File: config.mk
export PLATFORM = sky130hd
export DESIGN_NAME = pipe_stage_reg
export DESIGN_NICKNAME = d
export VERILOG_FILES = /design/src/rtl/pipe_stage_reg.sv
export SDC_FILE = /design/constraint.sdc
export NUM_CORES = 1
export LEC_CHECK = 0
export CAP_MARGIN = 10
export CORE_UTILIZATION = 30
export DETAILED_ROUTE_END_ITERATION = 7
export SLEW_MARGIN = 20
export SYNTH_ARGS = -nofsm -noshare
export SYNTH_HDL_FRONTEND = slang
export SYNTH_SLANG_ARGS = --single-unit
export TNS_END_PERCENT = 50
File: constraint.sdc
create_clock -name clk -period 6.8 [get_ports clk]
set_input_delay 1.36 -clock clk [delete_from_list [all_inputs] [get_ports clk]]
set_output_delay 1.36 -clock clk [all_outputs]
set_load 0.05 [all_outputs]
File: src/rtl/pipe_stage_reg.sv
// Pipeline stage register: valid/ready handshake, flush, bubble-gated control, saturating stall counter.
// Latency 1 cycle. Default build is a single entry with combinational in_ready; PIPE_STAGE_SKID_EN selects a two-entry skid with registered in_ready.
module pipe_stage_reg #(
   parameter int unsigned       DATA_W   = 64,
   parameter int unsigned       CTRL_W   = 8,
   parameter logic [CTRL_W-1:0] CTRL_RST = {CTRL_W{1'b0}},
   parameter int unsigned       CNT_W    = 16
) (
   input  logic              clk,
   input  logic              rst,
   input  logic              flush,
   input  logic              in_valid,
   output logic              in_ready,
   input  logic [DATA_W-1:0] in_data,
   input  logic [CTRL_W-1:0] in_ctrl,
   output logic              out_valid,
   input  logic              out_ready,
   output logic [DATA_W-1:0] out_data,
   output logic [CTRL_W-1:0] out_ctrl,
   input  logic              cnt_clr,
   output logic [CNT_W-1:0]  stall_cnt
);

   localparam logic [CNT_W-1:0] CNT_MAX = {CNT_W{1'b1}};

   logic in_xfer;
   logic out_xfer;

   assign in_xfer  = in_valid && in_ready;
   assign out_xfer = out_valid && out_ready;

`ifdef PIPE_STAGE_SKID_EN
   typedef enum logic [1:0] {
      ST_EMPTY = 2'd0,
      ST_BUSY  = 2'd1,
      ST_FULL  = 2'd2
   } state_t;

   state_t            state_q, state_d;
   logic              valid_q, valid_d;
   logic              rdy_q, rdy_d;
   logic [DATA_W-1:0] main_data_q, main_data_d;
   logic [CTRL_W-1:0] main_ctrl_q, main_ctrl_d;
   logic [DATA_W-1:0] skid_data_q, skid_data_d;
   logic [CTRL_W-1:0] skid_ctrl_q, skid_ctrl_d;

   // in_ready depends only on registered state and flush, never on out_ready.
   assign in_ready  = !flush && rdy_q;
   assign out_valid = valid_q;
   assign out_data  = main_data_q;
   assign out_ctrl  = main_ctrl_q;

   always_comb begin
      state_d     = state_q;
      main_data_d = main_data_q;
      main_ctrl_d = main_ctrl_q;
      skid_data_d = skid_data_q;
      skid_ctrl_d = skid_ctrl_q;
      if (flush) begin
         state_d = ST_EMPTY;
      end else begin
         case (state_q)
            ST_EMPTY: begin
               if (in_xfer) begin
                  state_d     = ST_BUSY;
                  main_data_d = in_data;
                  main_ctrl_d = in_ctrl;
               end
            end
            ST_BUSY: begin
               if (in_xfer && out_xfer) begin
                  main_data_d = in_data;
                  main_ctrl_d = in_ctrl;
               end else if (in_xfer) begin
                  state_d     = ST_FULL;
                  skid_data_d = in_data;
                  skid_ctrl_d = in_ctrl;
               end else if (out_xfer) begin
                  state_d = ST_EMPTY;
               end
            end
            ST_FULL: begin
               if (out_xfer) begin
                  state_d     = ST_BUSY;
                  main_data_d = skid_data_q;
                  main_ctrl_d = skid_ctrl_q;
               end
            end
            default: state_d = ST_EMPTY;
         endcase
      end
      valid_d = (state_d != ST_EMPTY);
      rdy_d   = (state_d != ST_FULL);
      if (!valid_d) begin
         main_ctrl_d = CTRL_RST;
      end
   end

   always_ff @(posedge clk or posedge rst) begin
      if (rst) begin
         state_q     <= ST_EMPTY;
         valid_q     <= 1'b0;
         rdy_q       <= 1'b1;
         main_data_q <= '0;
         main_ctrl_q <= CTRL_RST;
         skid_data_q <= '0;
         skid_ctrl_q <= CTRL_RST;
      end else begin
         state_q     <= state_d;
         valid_q     <= valid_d;
         rdy_q       <= rdy_d;
         main_data_q <= main_data_d;
         main_ctrl_q <= main_ctrl_d;
         skid_data_q <= skid_data_d;
         skid_ctrl_q <= skid_ctrl_d;
      end
   end
`else
   logic              valid_q, valid_d;
   logic [DATA_W-1:0] data_q, data_d;
   logic [CTRL_W-1:0] ctrl_q, ctrl_d;

   // The slot frees up in the same cycle downstream takes it.
   assign in_ready  = !flush && (!valid_q || out_ready);
   assign out_valid = valid_q;
   assign out_data  = data_q;
   assign out_ctrl  = ctrl_q;

   always_comb begin
      valid_d = valid_q;
      data_d  = data_q;
      ctrl_d  = ctrl_q;
      if (flush) begin
         valid_d = 1'b0;
      end else if (in_xfer) begin
         valid_d = 1'b1;
         data_d  = in_data;
         ctrl_d  = in_ctrl;
      end else if (out_xfer) begin
         valid_d = 1'b0;
      end
      if (!valid_d) begin
         ctrl_d = CTRL_RST;
      end
   end

   always_ff @(posedge clk or posedge rst) begin
      if (rst) begin
         valid_q <= 1'b0;
         data_q  <= '0;
         ctrl_q  <= CTRL_RST;
      end else begin
         valid_q <= valid_d;
         data_q  <= data_d;
         ctrl_q  <= ctrl_d;
      end
   end
`endif

   logic [CNT_W-1:0] cnt_q, cnt_d;

   assign stall_cnt = cnt_q;

   always_comb begin
      cnt_d = cnt_q;
      if (cnt_clr) begin
         cnt_d = '0;
      end else if (out_valid && !out_ready && !flush && (cnt_q != CNT_MAX)) begin
         cnt_d = cnt_q + CNT_W'(1);
      end
   end

   always_ff @(posedge clk or posedge rst) begin
      if (rst) begin
         cnt_q <= '0;
      end else begin
         cnt_q <= cnt_d;
      end
   end

endmodule

==> run_summary.xml, run 1 <==
<?xml version="1.0" encoding="UTF-8"?>
<metrics>
  <group name="clock_network">
    <metric name="cts_setup_buffers" unit="">0</metric>
    <metric name="tritoncts" unit="">yes</metric>
    <metric name="clk_root_buffer_cell" unit="">clkbuf_16</metric>
    <metric name="clock_sink_count" unit="">89</metric>
    <metric name="insertion_delay" unit="ns">0.34</metric>
    <metric name="cts_resized" unit="">0</metric>
    <metric name="clock_tree.buffer_depth" unit="">2</metric>
    <metric name="htreeDepth" unit="">3</metric>
    <metric name="clkTransAtPathRegs" unit="ns">0.06</metric>
    <metric name="post_cts_hold_buffer_count" unit="">0</metric>
    <metric name="numCtsBuffers" unit="">9</metric>
  </group>
  <group name="layout">
    <metric name="area_added_between_synthesis_and_finish" unit="%">59.1</metric>
    <metric name="post_layout_nets" unit="">501</metric>
    <metric name="instances_no_fill" unit="">570</metric>
    <metric name="fin_area" unit="um^2">5690</metric>
    <metric name="layout-drive-gt1-share" unit="">0.218</metric>
    <metric name="fillCellCount" unit="">1066</metric>
    <metric name="diode_count" unit="">0</metric>
    <metric name="finalCoreUtilization" unit="">0.494</metric>
  </group>
  <group name="power">
    <metric name="max-vdd-ir-drop" unit="uV">181</metric>
    <metric name="power-per-cell-area" unit="nW/um^2">286</metric>
    <metric name="p_leak" unit="nW">2.28</metric>
  </group>
  <group name="synth">
    <metric name="synth.yosys.seq_area_share" unit="">0.622</metric>
    <metric name="mappedNetlistNets" unit="">333</metric>
    <metric name="synthTopCellsByArea" unit="">dfrtp_1, mux2_2, a22o_1</metric>
    <metric name="synth_enable_flop_cells" unit="">0</metric>
    <metric name="yosysMostFrequentCell" unit="">dfrtp_1</metric>
    <metric name="synth.cell_area" unit="um^2">3580</metric>
    <metric name="synth_area_leader_cell" unit="">dfrtp_1</metric>
    <metric name="dominantRegCellSynth" unit="">dfrtp_1</metric>
    <metric name="number_of_library_cell_types_mapped_by_synthesis" unit="">36</metric>
    <metric name="yosys_register_bits" unit="">89</metric>
    <metric name="synthDominantCellAreaShare" unit="">0.622</metric>
    <metric name="yosysWarningCount" unit="">0</metric>
    <metric name="synthCells" unit="">254</metric>
    <metric name="yosys-top-cells-count" unit="">dfrtp_1, mux2_2, a21oi_1</metric>
    <metric name="postSynth.asyncResetShare" unit="">1.00</metric>
    <metric name="postSynthAreaPerCell" unit="um^2">14.1</metric>
  </group>
  <group name="setup_path">
    <metric name="path_cells" unit="">clkdlybuf4s50_1 &gt; nor2b_1 &gt; nor2_1 &gt; clkdlybuf4s50_1</metric>
    <metric name="critical-path-max-stage-delay" unit="ns">0.81</metric>
    <metric name="highest_delay_cell_along_the_critical_path" unit="">clkdlybuf4s50_1</metric>
    <metric name="worst_setup_path_start_kind" unit="">input pin</metric>
    <metric name="critical-path-top-cell-by-count" unit="">clkdlybuf4s50_1</metric>
    <metric name="path_class" unit="">in -&gt; out</metric>
    <metric name="worstPathMaxFanout" unit="">2</metric>
    <metric name="crit_arrival" unit="ns">2.85</metric>
    <metric name="cp-end-kind" unit="">output port</metric>
    <metric name="worst_ep_required_time" unit="ns">5.44</metric>
  </group>
  <group name="status">
    <metric name="violations" unit="">DRC</metric>
    <metric name="status" unit="">finished, violations left</metric>
  </group>
  <group name="die">
    <metric name="fp-row-count" unit="">39</metric>
    <metric name="core_area" unit="um^2">11500</metric>
    <metric name="fp.dieArea" unit="um^2">12400</metric>
    <metric name="floorplan.initialDensity" unit="">0.311</metric>
    <metric name="floorplan_die_height" unit="um">111</metric>
    <metric name="die_x" unit="um">111</metric>
    <metric name="boundaryPins" unit="">168</metric>
  </group>
  <group name="timing">
    <metric name="timing_hold_violations_final" unit="">0</metric>
    <metric name="timing.final.crit_share" unit="">0.619</metric>
    <metric name="finalCriticalPeriod" unit="ns">4.21</metric>
    <metric name="setup_skew" unit="ns">0.00523</metric>
    <metric name="maxClockFrequency" unit="MHz">238</metric>
    <metric name="report.final.slew_viol_count" unit="">0</metric>
    <metric name="setup_violations" unit="">0</metric>
    <metric name="maxSlewHeadroom" unit="">0.502</metric>
    <metric name="tightest_slew" unit="ns">0.746</metric>
    <metric name="hold_ws" unit="ns">0.504</metric>
    <metric name="fin_tns_setup" unit="ns">0</metric>
    <metric name="rsz_0062_raised_after_global_routing" unit="">no</metric>
  </group>
  <group name="grt">
    <metric name="grt_pass1_vias" unit="">2844</metric>
    <metric name="grt_start_max_net_pins" unit="">60</metric>
    <metric name="first_pass_grt_wire_length" unit="um">14400</metric>
    <metric name="global_route.usage.total" unit="">0.150</metric>
    <metric name="grt.overflow.total" unit="">0</metric>
    <metric name="grt_antenna_before_repair" unit="">0</metric>
  </group>
  <group name="drt">
    <metric name="drt_pre_antenna_iters" unit="">6</metric>
    <metric name="post-route-drc-count" unit="">12</metric>
    <metric name="ant_nets" unit="">0</metric>
    <metric name="route.final.wire_length" unit="um">8970</metric>
    <metric name="routedWlPerCell" unit="um">15.7</metric>
    <metric name="viasPerCell" unit="">4.79</metric>
    <metric name="drt_first_iter_violations" unit="">133</metric>
    <metric name="vias" unit="">2733</metric>
  </group>
  <group name="placement">
    <metric name="dp_cells" unit="">554</metric>
    <metric name="gpl.final_weighted_congestion" unit="">0.744</metric>
    <metric name="place_area" unit="um^2">5410</metric>
    <metric name="port_buffers" unit="">167</metric>
    <metric name="dp_hpwl" unit="um">6360</metric>
  </group>
  <group name="job">
    <metric name="maxCapViolCount" unit="">0</metric>
  </group>
  <group name="min_path">
    <metric name="timing.hold.worst.class" unit="">reg -&gt; reg</metric>
  </group>
</metrics>
critical path, delay by kind of cell:
kind          cells  cell delay [ns]
simple gates      2             0.19
buf+inv           2             1.30
registers in the layout, indices dropped and copies added (netlist names):
name,cells
out_ctrl,8
stall_cnt,16
out_data,64
out_valid,1
layer usage:
metal / GRT usage / up-vias / wire length, um
li1: - / 1259 / -
met1: 0.176 / 1367 / 3660
met2: 0.238 / 91 / 4400
met3: 0.0552 / 16 / 663
met4: 0.0811 / 0 / 252
met5: 0 / - / 0
worst paths after layout:
check / start / to / slack (ns) / cells past startpoint
max: out_ready / in_ready / 2.59 / 4
min: out_data[23]$_DFFE_PP0P_ / out_data[23]$_DFFE_PP0P_ / 0.50 / 1
max reg2reg: out_valid$_DFF_PP0_ / out_data[40]$_DFFE_PP0P_ / 4.53 / 5
min reg2reg: out_data[23]$_DFFE_PP0P_ / out_data[23]$_DFFE_PP0P_ / 0.50 / 1
max in group asynchronous: rst / out_data[31]$_DFFE_PP0P_ / 4.26 / 3
min in group asynchronous: rst / out_data[48]$_DFFE_PP0P_ / 1.44 / 2
area by class of cell:
class | count | area [um^2] | area share
Clock buffer | 13 | 260 | 0.0457
Clock inverter | 3 | 15.0 | 0.00264
Inverter | 2 | 8.76 | 0.00154
Multi-Input combinational cell | 150 | 1310 | 0.230
Sequential cell | 89 | 2230 | 0.391
Tap cell | 143 | 179 | 0.0314
Timing Repair Buffer | 170 | 1690 | 0.298
report_power, final:
group	internal (mW)	total, mW	switching, mW
clock	0.266	0.465	0.199
sequential	0.597	0.630	0.0330
combinational	0.207	0.533	0.326
per-stage QoR:
stage	worst slack, ns	power [mW]
detailed placement	2.59	1.18
floorplan	3.13	0.968
CTS	2.59	1.65
global route	2.53	1.70
finish	2.59	1.63
global placement	2.61	1.17
cell families (layout without fill, tap and decap cells):
family | count (synthesis) | count (layout) | share of synthesized area
multiplexers | 68 | 68 | 0.214
adder cells (fa/ha/maj) | 1 | 1 | 0.00350
AO/OA/AOI/OAI | 32 | 32 | 0.0591
buffers and inverters | 15 | 188 | 0.0189
AND/OR/NAND/NOR | 48 | 48 | 0.0801
flip-flops | 89 | 89 | 0.622
XOR/XNOR | 1 | 1 | 0.00245
placed cells by master (no fill, tap or decap), drive strengths merged, types with 3 or more instances in the layout:
master,instances
clkdlybuf4s50,167
dfrtp,89
mux2,67
clkbuf,13
a21oi,11
nor2,9
a22o,8
nand2,6
o31ai,6
or4,6
o21ai,5
nand4,4
nor2b,4
clkinv,4
or3,4
nand3,4
buf,3
No activity file was read; power rests on OpenSTA's default activity.
==> inputs of run 2 (changes only) <==
clock period = 3.9 ns   (was 6.8 ns; I/O delays follow)
==> run_summary.xml, run 2 (synthesis gave the netlist of run 1 again) <==
<?xml version="1.0" encoding="UTF-8"?>
<metrics>
  <group name="grt">
    <metric name="grt.overflow.total" unit="">0</metric>
    <metric name="grt_start_max_net_pins" unit="">73</metric>
    <metric name="grt_antenna_before_repair" unit="">0</metric>
    <metric name="first_pass_grt_wire_length" unit="um">15000</metric>
    <metric name="global_route.usage.total" unit="">0.156</metric>
    <metric name="grt_pass1_vias" unit="">2953</metric>
  </group>
  <group name="setup_path">
    <metric name="path_class" unit="">in -&gt; out</metric>
    <metric name="critical-path-max-stage-delay" unit="ns">0.82</metric>
    <metric name="crit_arrival" unit="ns">2.28</metric>
    <metric name="worstPathMaxFanout" unit="">2</metric>
    <metric name="path_cells" unit="">clkdlybuf4s50_1 &gt; nor2b_1 &gt; nor2_1 &gt; clkdlybuf4s50_1</metric>
    <metric name="critical-path-top-cell-by-count" unit="">clkdlybuf4s50_1</metric>
    <metric name="cp-end-kind" unit="">output port</metric>
    <metric name="worst_ep_required_time" unit="ns">3.12</metric>
    <metric name="highest_delay_cell_along_the_critical_path" unit="">clkdlybuf4s50_1</metric>
    <metric name="worst_setup_path_start_kind" unit="">input pin</metric>
  </group>
  <group name="timing">
    <metric name="report.final.slew_viol_count" unit="">0</metric>
    <metric name="setup_skew" unit="ns">0.00548</metric>
    <metric name="hold_ws" unit="ns">0.504</metric>
    <metric name="fin_tns_setup" unit="ns">0</metric>
    <metric name="postLayoutSetupSlackWorst" unit="ns">0.838</metric>
    <metric name="setup_violations" unit="">0</metric>
    <metric name="maxClockFrequency" unit="MHz">327</metric>
    <metric name="rsz_0062_raised_after_global_routing" unit="">no</metric>
    <metric name="maxSlewHeadroom" unit="">0.506</metric>
    <metric name="timing_hold_violations_final" unit="">0</metric>
    <metric name="finalCriticalPeriod" unit="ns">3.06</metric>
    <metric name="tightest_slew" unit="ns">0.739</metric>
    <metric name="timing.final.crit_share" unit="">0.785</metric>
  </group>
  <group name="placement">
    <metric name="gpl.final_weighted_congestion" unit="">0.770</metric>
    <metric name="place_area" unit="um^2">5430</metric>
    <metric name="dpl_worst_slack" unit="ns">0.832</metric>
    <metric name="port_buffers" unit="">167</metric>
    <metric name="dp_hpwl" unit="um">6380</metric>
  </group>
  <group name="clock_network">
    <metric name="cts_setup_buffers" unit="">0</metric>
    <metric name="clock_sink_count" unit="">89</metric>
    <metric name="cts_resized" unit="">0</metric>
    <metric name="htreeDepth" unit="">3</metric>
    <metric name="clock_tree.buffer_depth" unit="">2</metric>
    <metric name="tritoncts" unit="">yes</metric>
    <metric name="clk_root_buffer_cell" unit="">clkbuf_16</metric>
    <metric name="clkTransAtPathRegs" unit="ns">0.06</metric>
    <metric name="insertion_delay" unit="ns">0.34</metric>
    <metric name="post_cts_hold_buffer_count" unit="">0</metric>
    <metric name="numCtsBuffers" unit="">9</metric>
  </group>
  <group name="drt">
    <metric name="routedWlPerCell" unit="um">15.8</metric>
    <metric name="route.final.wire_length" unit="um">9030</metric>
    <metric name="drt_first_iter_violations" unit="">74</metric>
    <metric name="ant_nets" unit="">0</metric>
    <metric name="viasPerCell" unit="">4.76</metric>
    <metric name="drt_pre_antenna_iters" unit="">6</metric>
    <metric name="post-route-drc-count" unit="">10</metric>
    <metric name="vias" unit="">2714</metric>
  </group>
  <group name="die">
    <metric name="core_area" unit="um^2">11500</metric>
    <metric name="floorplan_die_height" unit="um">111</metric>
    <metric name="boundaryPins" unit="">168</metric>
    <metric name="fp.dieArea" unit="um^2">12400</metric>
    <metric name="floorplan.initialDensity" unit="">0.311</metric>
    <metric name="die_x" unit="um">111</metric>
    <metric name="fp-row-count" unit="">39</metric>
  </group>
  <group name="job">
    <metric name="maxCapViolCount" unit="">0</metric>
  </group>
  <group name="layout">
    <metric name="multi_input_area" unit="um^2">1310</metric>
    <metric name="leading_cell_type_in_the_layout_fill_and_taps_excluded" unit="">clkdlybuf4s50_1</metric>
    <metric name="diode_count" unit="">0</metric>
    <metric name="register_area" unit="um^2">2230</metric>
    <metric name="mostFrequentLayoutCells" unit="">clkdlybuf4s50_1, dfrtp_1, mux2_2</metric>
    <metric name="post_layout_nets" unit="">501</metric>
    <metric name="finalCoreUtilization" unit="">0.498</metric>
    <metric name="largest_reg_flops" unit="">64</metric>
    <metric name="fin_area" unit="um^2">5730</metric>
    <metric name="fillCellCount" unit="">1061</metric>
    <metric name="layout-drive-gt1-share" unit="">0.218</metric>
    <metric name="area_added_between_synthesis_and_finish" unit="%">60.2</metric>
  </group>
  <group name="power">
    <metric name="p_leak" unit="nW">2.29</metric>
    <metric name="power-per-cell-area" unit="nW/um^2">503</metric>
    <metric name="max-vdd-ir-drop" unit="uV">307</metric>
  </group>
  <group name="min_path">
    <metric name="timing.hold.worst.class" unit="">reg -&gt; reg</metric>
  </group>
  <group name="status">
    <metric name="status" unit="">finished, violations left</metric>
    <metric name="violations" unit="">DRC</metric>
  </group>
</metrics>
==> run 2: cell count changes in the layout (fill, tap and decap cells not counted), sizes merged <==
cell / change
bufinv: +1
clkbuf: -2
clkinvlp: +1
==> run 2: power by group <==
part	total [mW]	switching [mW]	leakage, nW	internal, mW
clock network	0.848	0.352	0.139	0.496
registers	1.10	0.0601	1.10	1.04
logic	0.931	0.567	1.05	0.364
==> run 2: final cells by class <==
type / instances / area share
repair buffers: 170 / 0.300
well taps: 143 / 0.0312
clock inverters: 5 / 0.00982
multi-input cells: 150 / 0.228
flip-flops and latches: 89 / 0.389
clock buffers: 11 / 0.0406
inverters: 2 / 0.00153
==> run 2: through the flow <==
| step | total power [mW] | std cells |
|---|---|---|
| finish | 2.88 | 570 |
| global route | 3.00 | 570 |
| CTS | 2.92 | 570 |
| detailed placement | 2.06 | 554 |
| global placement | 2.05 | 554 |
| floorplan | 1.69 | 254 |
==> run 2: worst paths after layout <==
kind / start / end / slack [ns] / cells past startpoint
min: out_data[25]$_DFFE_PP0P_ / out_data[25]$_DFFE_PP0P_ / 0.50 / 1
max in group asynchronous: rst / out_data[54]$_DFFE_PP0P_ / 2.32 / 3
min in group asynchronous: rst / out_data[47]$_DFFE_PP0P_ / 0.86 / 2
max: out_ready / in_ready / 0.84 / 4
min reg2reg: out_data[25]$_DFFE_PP0P_ / out_data[25]$_DFFE_PP0P_ / 0.50 / 1
max reg2reg: stall_cnt[0]$_DFFE_PP0P_ / stall_cnt[14]$_DFFE_PP0P_ / 1.68 / 5
==> run 2: metal layers <==
layer | global-route usage | part of all wire | wire (um)
met3 | 0.0601 | 0.078 | 701
met5 | 0 | 0 | 0
met1 | 0.180 | 0.40 | 3620
met4 | 0.0712 | 0.023 | 204
met2 | 0.256 | 0.50 | 4500
==> run 2: worst max-delay path, delay by kind of cell <==
| family | cells | cell delay [ns] |
|---|---|---|
| buf+inv | 2 | 1.32 |
| simple gates | 2 | 0.18 |
